### config.mk
export PLATFORM = sky130hd
export DESIGN_NAME = credit_port_buffer_flat
export DESIGN_NICKNAME = d
export VERILOG_FILES = /design/src/rtl/credit_port_buffer_if.sv /design/src/rtl/credit_port_buffer.sv /design/src/flat_wrapper.sv
export SDC_FILE = /design/constraint.sdc
export NUM_CORES = 1
export LEC_CHECK = 0
export CAP_MARGIN = 20
export CORE_ASPECT_RATIO = 0.5
export CORE_MARGIN = 4
export CORE_UTILIZATION = 50
export CTS_CLUSTER_DIAMETER = 100
export DETAILED_ROUTE_END_ITERATION = 7
export PLACE_DENSITY = 0.76
export SYNTH_ARGS = -nofsm -noshare
export SYNTH_HDL_FRONTEND = slang
export SYNTH_SLANG_ARGS = --single-unit
export TNS_END_PERCENT = 20
### constraint.sdc
create_clock -name clk -period 3.7 [get_ports clk]
set_clock_uncertainty 0.1 [all_clocks]
set_input_delay 0.74 -clock clk [delete_from_list [all_inputs] [get_ports clk]]
set_output_delay 0.74 -clock clk [all_outputs]
set_load 0.02 [all_outputs]
### src/rtl/credit_port_buffer_if.sv
// Upstream, downstream and status bundle for credit_port_buffer.
// master = traffic source/sink side, slave = the buffer itself.
interface credit_port_buffer_if #(
  parameter int FLIT_WIDTH = 32,
  parameter int DEPTH      = 4,
  parameter int N_PORTS    = 5
);
  localparam int OCC_W = $clog2(DEPTH + 1);

  logic [N_PORTS-1:0]                 rx;
  logic [N_PORTS-1:0][FLIT_WIDTH-1:0] data_i;
  logic [N_PORTS-1:0]                 credit_o;

  logic [N_PORTS-1:0]                 tx;
  logic [N_PORTS-1:0][FLIT_WIDTH-1:0] data_o;
  logic [N_PORTS-1:0]                 credit_i;

  logic [N_PORTS-1:0][OCC_W-1:0]      occupancy;
  logic [N_PORTS-1:0]                 overflow;
  logic [N_PORTS-1:0][15:0]           flit_count;

  modport master (
    output rx, data_i, credit_i,
    input  credit_o, tx, data_o, occupancy, overflow, flit_count
  );

  modport slave (
    input  rx, data_i, credit_i,
    output credit_o, tx, data_o, occupancy, overflow, flit_count
  );
endinterface

### src/rtl/credit_port_buffer.sv
// N_PORTS independent credit-flow FIFOs, DEPTH flits each (DEPTH a power of two).
// Define CREDIT_PORT_BUFFER_STATS_EN to build the saturating per-port flit counters.
module credit_port_buffer #(
  parameter int FLIT_WIDTH = 32,
  parameter int DEPTH      = 4,
  parameter int N_PORTS    = 5
) (
  input  logic                 clk,
  input  logic                 rst,
  credit_port_buffer_if.slave  bus
);
  localparam int PTR_W = $clog2(DEPTH);
  localparam int OCC_W = $clog2(DEPTH + 1);
  localparam logic [OCC_W-1:0] FULL_OCC = OCC_W'(DEPTH);

  for (genvar p = 0; p < N_PORTS; p++) begin : g_port
    logic [FLIT_WIDTH-1:0] r_mem [DEPTH];
    logic [PTR_W-1:0]      r_wr_ptr;
    logic [PTR_W-1:0]      r_rd_ptr;
    logic [OCC_W-1:0]      r_occ;
    logic                  r_overflow;

    logic w_credit;
    logic w_tx;
    logic w_push;
    logic w_pop;
    logic w_drop;

    // Credit and valid depend only on registered occupancy: no rx-to-tx path.
    assign w_credit = (r_occ < FULL_OCC);
    assign w_tx     = (r_occ != '0);
    assign w_push   = bus.rx[p] & w_credit;
    assign w_pop    = w_tx & bus.credit_i[p];
    assign w_drop   = bus.rx[p] & ~w_credit;

    // NOTE: flit storage is deliberately left out of reset; occupancy gates
    // every read, so stale contents are never presented as valid.
    always_ff @(posedge clk) begin
      if (w_push) r_mem[r_wr_ptr] <= bus.data_i[p];
    end

    // NOTE: pointers wrap naturally because DEPTH is a power of two.
    always_ff @(posedge clk or posedge rst) begin
      if (rst) begin
        r_wr_ptr   <= '0;
        r_rd_ptr   <= '0;
        r_occ      <= '0;
        r_overflow <= 1'b0;
      end else begin
        if (w_push) r_wr_ptr <= r_wr_ptr + 1'b1;
        if (w_pop)  r_rd_ptr <= r_rd_ptr + 1'b1;
        unique case ({w_push, w_pop})
          2'b10:   r_occ <= r_occ + 1'b1;
          2'b01:   r_occ <= r_occ - 1'b1;
          default: r_occ <= r_occ;
        endcase
        if (w_drop) r_overflow <= 1'b1;
      end
    end

    assign bus.credit_o[p]  = w_credit;
    assign bus.tx[p]        = w_tx;
    assign bus.data_o[p]    = r_mem[r_rd_ptr];
    assign bus.occupancy[p] = r_occ;
    assign bus.overflow[p]  = r_overflow;

`ifdef CREDIT_PORT_BUFFER_STATS_EN
    logic [15:0] r_flit_count;

    always_ff @(posedge clk or posedge rst) begin
      if (rst) begin
        r_flit_count <= '0;
      end else if (w_push && (r_flit_count != 16'hFFFF)) begin
        r_flit_count <= r_flit_count + 16'd1;
      end
    end

    assign bus.flit_count[p] = r_flit_count;
`else
    assign bus.flit_count[p] = '0;
`endif
  end
endmodule

### src/flat_wrapper.sv
// flat-port wrapper written by rule: the top's interface ports become plain ports
module credit_port_buffer_flat 
#(
  parameter int FLIT_WIDTH = 32,
  parameter int DEPTH      = 4,
  parameter int N_PORTS    = 5
)
  (clk, rst, bus_rx, bus_data_i, bus_credit_i, bus_credit_o, bus_tx, bus_data_o, bus_occupancy, bus_overflow, bus_flit_count);
  credit_port_buffer_if #(.FLIT_WIDTH(FLIT_WIDTH), .DEPTH(DEPTH), .N_PORTS(N_PORTS)) bus_i ();
  input  logic clk;
  input  logic rst;
  input wire logic [$bits(bus_i.rx)-1:0] bus_rx;
  input wire logic [$bits(bus_i.data_i)-1:0] bus_data_i;
  input wire logic [$bits(bus_i.credit_i)-1:0] bus_credit_i;
  output wire logic [$bits(bus_i.credit_o)-1:0] bus_credit_o;
  output wire logic [$bits(bus_i.tx)-1:0] bus_tx;
  output wire logic [$bits(bus_i.data_o)-1:0] bus_data_o;
  output wire logic [$bits(bus_i.occupancy)-1:0] bus_occupancy;
  output wire logic [$bits(bus_i.overflow)-1:0] bus_overflow;
  output wire logic [$bits(bus_i.flit_count)-1:0] bus_flit_count;
  assign bus_i.rx = bus_rx;
  assign bus_i.data_i = bus_data_i;
  assign bus_i.credit_i = bus_credit_i;
  assign bus_credit_o = bus_i.credit_o;
  assign bus_tx = bus_i.tx;
  assign bus_data_o = bus_i.data_o;
  assign bus_occupancy = bus_i.occupancy;
  assign bus_overflow = bus_i.overflow;
  assign bus_flit_count = bus_i.flit_count;
  credit_port_buffer #(.FLIT_WIDTH(FLIT_WIDTH), .DEPTH(DEPTH), .N_PORTS(N_PORTS)) u_core (.clk(clk), .rst(rst), .bus(bus_i));
endmodule
==> flow_summary.toml, run 1 <==
[run_status]
outcome = "completed"

[power]
power.total_w = 0.02553
intPower_w = 0.01757
power_frac_seq_pct = 40.1
powerDensity_nw_per_um2 = 794.2
ir_worst_vdd_mv = 0.4147
pwr-share-clk_pct = 23.8
leakage_nw = 10.81
p_switching_w = 0.007955
switching_share_pct = 31.16
p_comb_share_pct = 36.1

[yosys]
yosysTopAreaCellShare_pct = 73.10
synth_area_um2 = 26290
netlist_top_cells_area = "edfxtp_1 (73%), mux4_2 (12%), dfrtp_1 (3.8%)"
synth.largest_area_cell = "edfxtp_1"
syn_inst = 1142
ys_types = 24
synth-seq-area-share_pct = 76.91
yosys_warnings = 0
ys_ff_latch = 680
synth.avg_cell_area_um2 = 23.02

[drt]
num_vias = 11870
drtAntennaViolNets = 0
drt_iter0_drc = 666
via_per_inst = 5.185
wl_mm = 52.41
drc_errors = 0
firstDrtPassIters = 4
wl_per_cell_um = 22.90

[grt]
grt_start_max_net_pins = 41
gr-total-overflow = 0
grt_pass1_vias = 12770
antenna_found_initial = 8
grtUsageTotal_pct = 18.11
grt_pass1_wl_mm = 77.83

[floorplan]
die_h_um = 170.1
start_util_pct = 50.59
core_um2 = 51970
dieArea_um2 = 56530
row_count = 59
dieWidth_um = 332.3
io_pins = 442

[sta]
rsz0062_at_grt = "no"
slew_viol_final = 0
finalSetupViolCount = 0
final.min_clock_period_ps = 3476
fmaxAchievable_mhz = 287.7
post-route-period-util_pct = 93.95
slew_headroom_pct = 59.33
tightest_slew_ps = 608.8
finalHoldViolCount = 0
tns_ps = 0

[clock_tree]
holdBufCountCts = 0
clk_latency_ps = 580
ctsResizeCount = 0
cts_num_sinks = 680
cts_buffer_depth = 3
path_clk_slew_ps = 70
cts_tree = "done"
cts-buffers-inserted = 58
htreeDepth = 2
post-cts-setup-buffers = 0
clockRootBuffer = "clkbuf_16"

[setup_path]
cp_max_fo = 25
cp-start-kind = "flop"
crit_arrival_ps = 2640
worstSetupEndpointType = "primary output"
path_class = "flop to primary output"
crit_required_ps = 2860

[final_layout]
nets = 1736
final_common_cell = "edfxtp_1"
area_growth_pct = 22.27
fin_util_pct = 61.85
layoutNonFillerInstCount = 2289
final_cell_mix = "edfxtp_1 (640), clkdlybuf4s50_1 (361), mux4_2 (140)"
n_fill_cell = 3486
final_layout_size_suffix_gt1_share_pct = 16.90

[place]
dpl.cell_count = 2174
gp_congestion = 0.7623
port_buffers = 361
dp_hpwl_mm = 34.37

[job]
cap_violations = 0

[worst_hold_path]
hp-class = "flop to flop"
[synthesized netlist by cell type (all sizes together)]
cell and number:
edfxtp 640, mux4 160, buf 130, dfrtp 40
inv 36, ha 25, and2 20, xnor2 20
clkbuf 10, nand2 10, xor2 10, a21o 5
fa 5, mux2i 5, nand3 5, nor2 5
nor2b 5, o21ai 5, o31a 5, conb 1
[power by group through the flow]
stage	logic (W)	clock network, W	registers, W
after CTS	0.00938	0.00619	0.0103
after detailed placement	0.00931	0	0.0104
after global placement	0.00917	0	0.0103
after floorplan	0.00590	0	0.0102
after global routing	0.00970	0.00655	0.0104
final	0.00921	0.00608	0.0102
[cell type report]
class                   count  area, um^2  share of cell area (%)
clock buffers              72        1545                   4.807
well taps                 701       877.1                   2.729
clock inverters            34       342.8                   1.067
repair buffers            393        3941                   12.26
multi-input cells         365        5054                   15.72
diodes                      8       20.02                 0.06228
flip-flops and latches    680       20230                   62.93
inverters                  36       135.1                  0.4204
[worst max-delay path, stage by stage, from the launching register on]
cell and delay (ps):
dfrtp_2 590, buf_12 270, mux4_1 630, clkdlybuf4s50_1 560
[routing by layer]
metal	up-vias	share of wire, %	GRT usage [%]
met3	94	3.7	2.902
met5	-	0	0
met4	0	3.2	6.408
met1	6268	36	20.86
met2	276	57	34.62
li1	5231	-	-
[through the flow]
| step | setup slack [ps] | area, um^2 | hold WS [ps] |
|---|---|---|---|
| after floorplan | 1309 | 26590 | 328.9 |
| after global placement | 742.7 | 30210 | 340.1 |
| after detailed placement | 711.5 | 30210 | 347.5 |
| after CTS | 73.22 | 32100 | 362.8 |
| after global routing | 71.34 | 32140 | 374.4 |
| final | 223.8 | 32140 | 360.7 |
[worst paths after layout]
kind	start	to	slack (ps)	cells past startpoint
setup / recovery	u_core.g_port[3].r_rd_ptr[0]	bus_data_o[96]	220	3
setup reg to reg	u_core.g_port[4].r_occ[2]	u_core.g_port[4].r_occ[1]	1600	6
max in group asynchronous	rst	u_core.g_port[3].r_rd_ptr[0]	2550	3
hold / removal	u_core.g_port[0].r_overflow	u_core.g_port[0].r_overflow	360	1
min in group asynchronous	rst	u_core.g_port[4].r_occ[1]	400	2
hold reg to reg	u_core.g_port[0].r_overflow	u_core.g_port[0].r_overflow	360	1
[flip-flops by register name, indices dropped and copies added, names as in the netlist]
register                  cells
u_core.g_port.r_mem         640
u_core.g_port.r_occ          15
u_core.g_port.r_rd_ptr       10
u_core.g_port.r_wr_ptr       10
u_core.g_port.r_overflow      5
[logic make-up after synthesis]
logic type	count (synthesis)	share of synthesized area (%)
AO/OA/AOI/OAI	15	0.4045
XOR/XNOR	30	0.9995
adder cells (fa/ha/maj)	30	1.571
buffers and inverters	176	5.012
flip-flops	680	76.91
multiplexers	165	14.18
other	1	0.01426
AND/OR/NAND/NOR	45	0.9043
No activity file was read; power rests on OpenSTA's default activity.
==> inputs of run 2 (changes only) <==
--- a/config.mk
+++ b/config.mk
@@ -12,6 +12,7 @@
 export CTS_CLUSTER_DIAMETER = 100
 export DETAILED_ROUTE_END_ITERATION = 7
 export PLACE_DENSITY = 0.76
+export SETUP_SLACK_MARGIN = 0.3
 export SYNTH_ARGS = -nofsm -noshare
 export SYNTH_HDL_FRONTEND = slang
 export SYNTH_SLANG_ARGS = --single-unit
==> run 2 against run 1 <==
Compared with the run above:
- cell area grew 0.24%
- core utilization grew 0.15 points
- count of clock-buffer cells in the layout is the same
- total power grew 0.35%
- critical path type unchanged
==> flow_summary.toml, run 2 (synthesis results as in run 1) <==
[run_status]
outcome = "completed"

[clock_tree]
cts_tree = "done"
cts_num_sinks = 680
cts-buffers-inserted = 58
clockRootBuffer = "clkbuf_16"
path_clk_slew_ps = 70
cts_buffer_depth = 3
htreeDepth = 2
clk_latency_ps = 580

[setup_path]
crit_arrival_ps = 2530
cp-start-kind = "flop"
worstSetupEndpointType = "primary output"
cp_max_fo = 20
crit_required_ps = 2860
path_class = "flop to primary output"
reg2reg_slack_ps = 1610

[place]
dp_hpwl_mm = 34.37
port_buffers = 361
dpl.cell_count = 2174
gp_congestion = 0.7623

[final_layout]
layoutNonFillerInstCount = 2297
top_register = "u_core.g_port.r_mem"
area_growth_pct = 22.56
largest_reg_flops = 640
n_fill_cell = 3479
final_common_cell = "edfxtp_1"
regArea_um2 = 20240
nets = 1744
final_cell_mix = "edfxtp_1 (640), clkdlybuf4s50_1 (360), mux4_2 (140)"
multi_input_area_um2 = 5054
reg_top3 = "u_core.g_port.r_mem (640), u_core.g_port.r_occ (15)"
final_layout_size_suffix_gt1_share_pct = 17.32

[power]
leakage_nw = 10.86
powerDensity_nw_per_um2 = 795.0
ir_worst_vdd_mv = 0.4189

[floorplan]
row_count = 59
dieArea_um2 = 56530
die_h_um = 170.1
start_util_pct = 50.59
dieWidth_um = 332.3
io_pins = 442
core_um2 = 51970

[grt]
gr-total-overflow = 0
grt_start_max_net_pins = 41
antenna_found_initial = 8
grtUsageTotal_pct = 18.12
grt_pass1_vias = 12790
grt_pass1_wl_mm = 77.87

[job]
cap_violations = 0

[sta]
post-route-period-util_pct = 91.20
rsz0062_at_grt = "yes"
final.min_clock_period_ps = 3375
slew_viol_final = 0
tightest_slew_ps = 608.2
tns_ps = 0
slew_headroom_pct = 59.37
finalSetupViolCount = 0
fmaxAchievable_mhz = 296.3
finalHoldViolCount = 0

[drt]
drt_iter0_drc = 645
via_per_inst = 5.168
wl_mm = 52.53
drc_errors = 0
wl_per_cell_um = 22.87
num_vias = 11870
firstDrtPassIters = 4
drtAntennaViolNets = 0

[worst_hold_path]
hp-class = "flop to flop"
## run 2: where the power goes
group	internal, W	switching, W	total, W
combinational	0.00449	0.00491	0.00940
sequential	0.00971	0.000434	0.0101
clock	0.00344	0.00263	0.00607
total	0.0176	0.00797	0.0256
## run 2: path summary, 6_finish.rpt
path	startpoint	to	depth (start not counted)
max reg2reg	u_core.g_port[3].r_occ[2]	u_core.g_port[3].r_occ[1]	6
min in group asynchronous	rst	u_core.g_port[4].r_occ[1]	2
min reg2reg	u_core.g_port[0].r_overflow	u_core.g_port[0].r_overflow	1
max	u_core.g_port[4].r_rd_ptr[0]	bus_data_o[130]	3
max in group asynchronous	rst	u_core.g_port[3].r_rd_ptr[0]	3
min	u_core.g_port[0].r_overflow	u_core.g_port[0].r_overflow	1
## run 2: per-layer routing
layer  up-vias  track usage (%)  wire, um
li1       5249                -         -
met1      6278            20.81     19040
met2       253            34.72     30080
met3        91            2.902      1828
met4         0            6.408      1591
met5         -                0         0
## run 2: layout make-up
class	instances	share of cell area (%)
clock buffer	72	4.796
multi-input combinational	365	15.68
timing repair buffer	401	12.45
sequential	680	62.80
tap	701	2.722
clock inverter	34	1.064
inverter	36	0.4194
antenna	8	0.06213
## run 2: metrics by stage
stage / power [W] / util [%] / hold slack (ps) / cell area (um^2) / setup WS [ps]
3_5_place_dp: 0.01973 / 58.14 / 347.5 / 30210 / 711.5
5_1_grt: 0.02670 / 62.00 / 374.4 / 32220 / 181.3
6_report: 0.02562 / 62.00 / 360.7 / 32220 / 325.5
2_1_floorplan: 0.01612 / - / 328.9 / 26590 / 1309
3_3_place_gp: 0.01948 / 58.14 / 340.1 / 30210 / 742.7
4_1_cts: 0.02587 / 61.83 / 362.8 / 32130 / 216.9
## run 2: timing repair
item,CTS,global route
hold buffers,0,0
gates resized for setup,3,3
endpoints found under the setup margin,94,67
buffers inserted,3,5
## run 2: critical path, cell delays in order, from the launching register on
cell,delay [ps]
dfrtp_2,350
buf_4,360
mux4_1,620
clkdlybuf4s50_1,610
==> inputs of run 3 (changes only) <==
--- a/config.mk
+++ b/config.mk
@@ -13,6 +13,7 @@
 export DETAILED_ROUTE_END_ITERATION = 7
 export PLACE_DENSITY = 0.76
 export SETUP_SLACK_MARGIN = 0.3
+export SKIP_LAST_GASP = 1
 export SYNTH_ARGS = -nofsm -noshare
 export SYNTH_HDL_FRONTEND = slang
 export SYNTH_SLANG_ARGS = --single-unit
==> results of run 3 <==
Same layout as run 2: the final DEF is identical, and so are final timing and power.
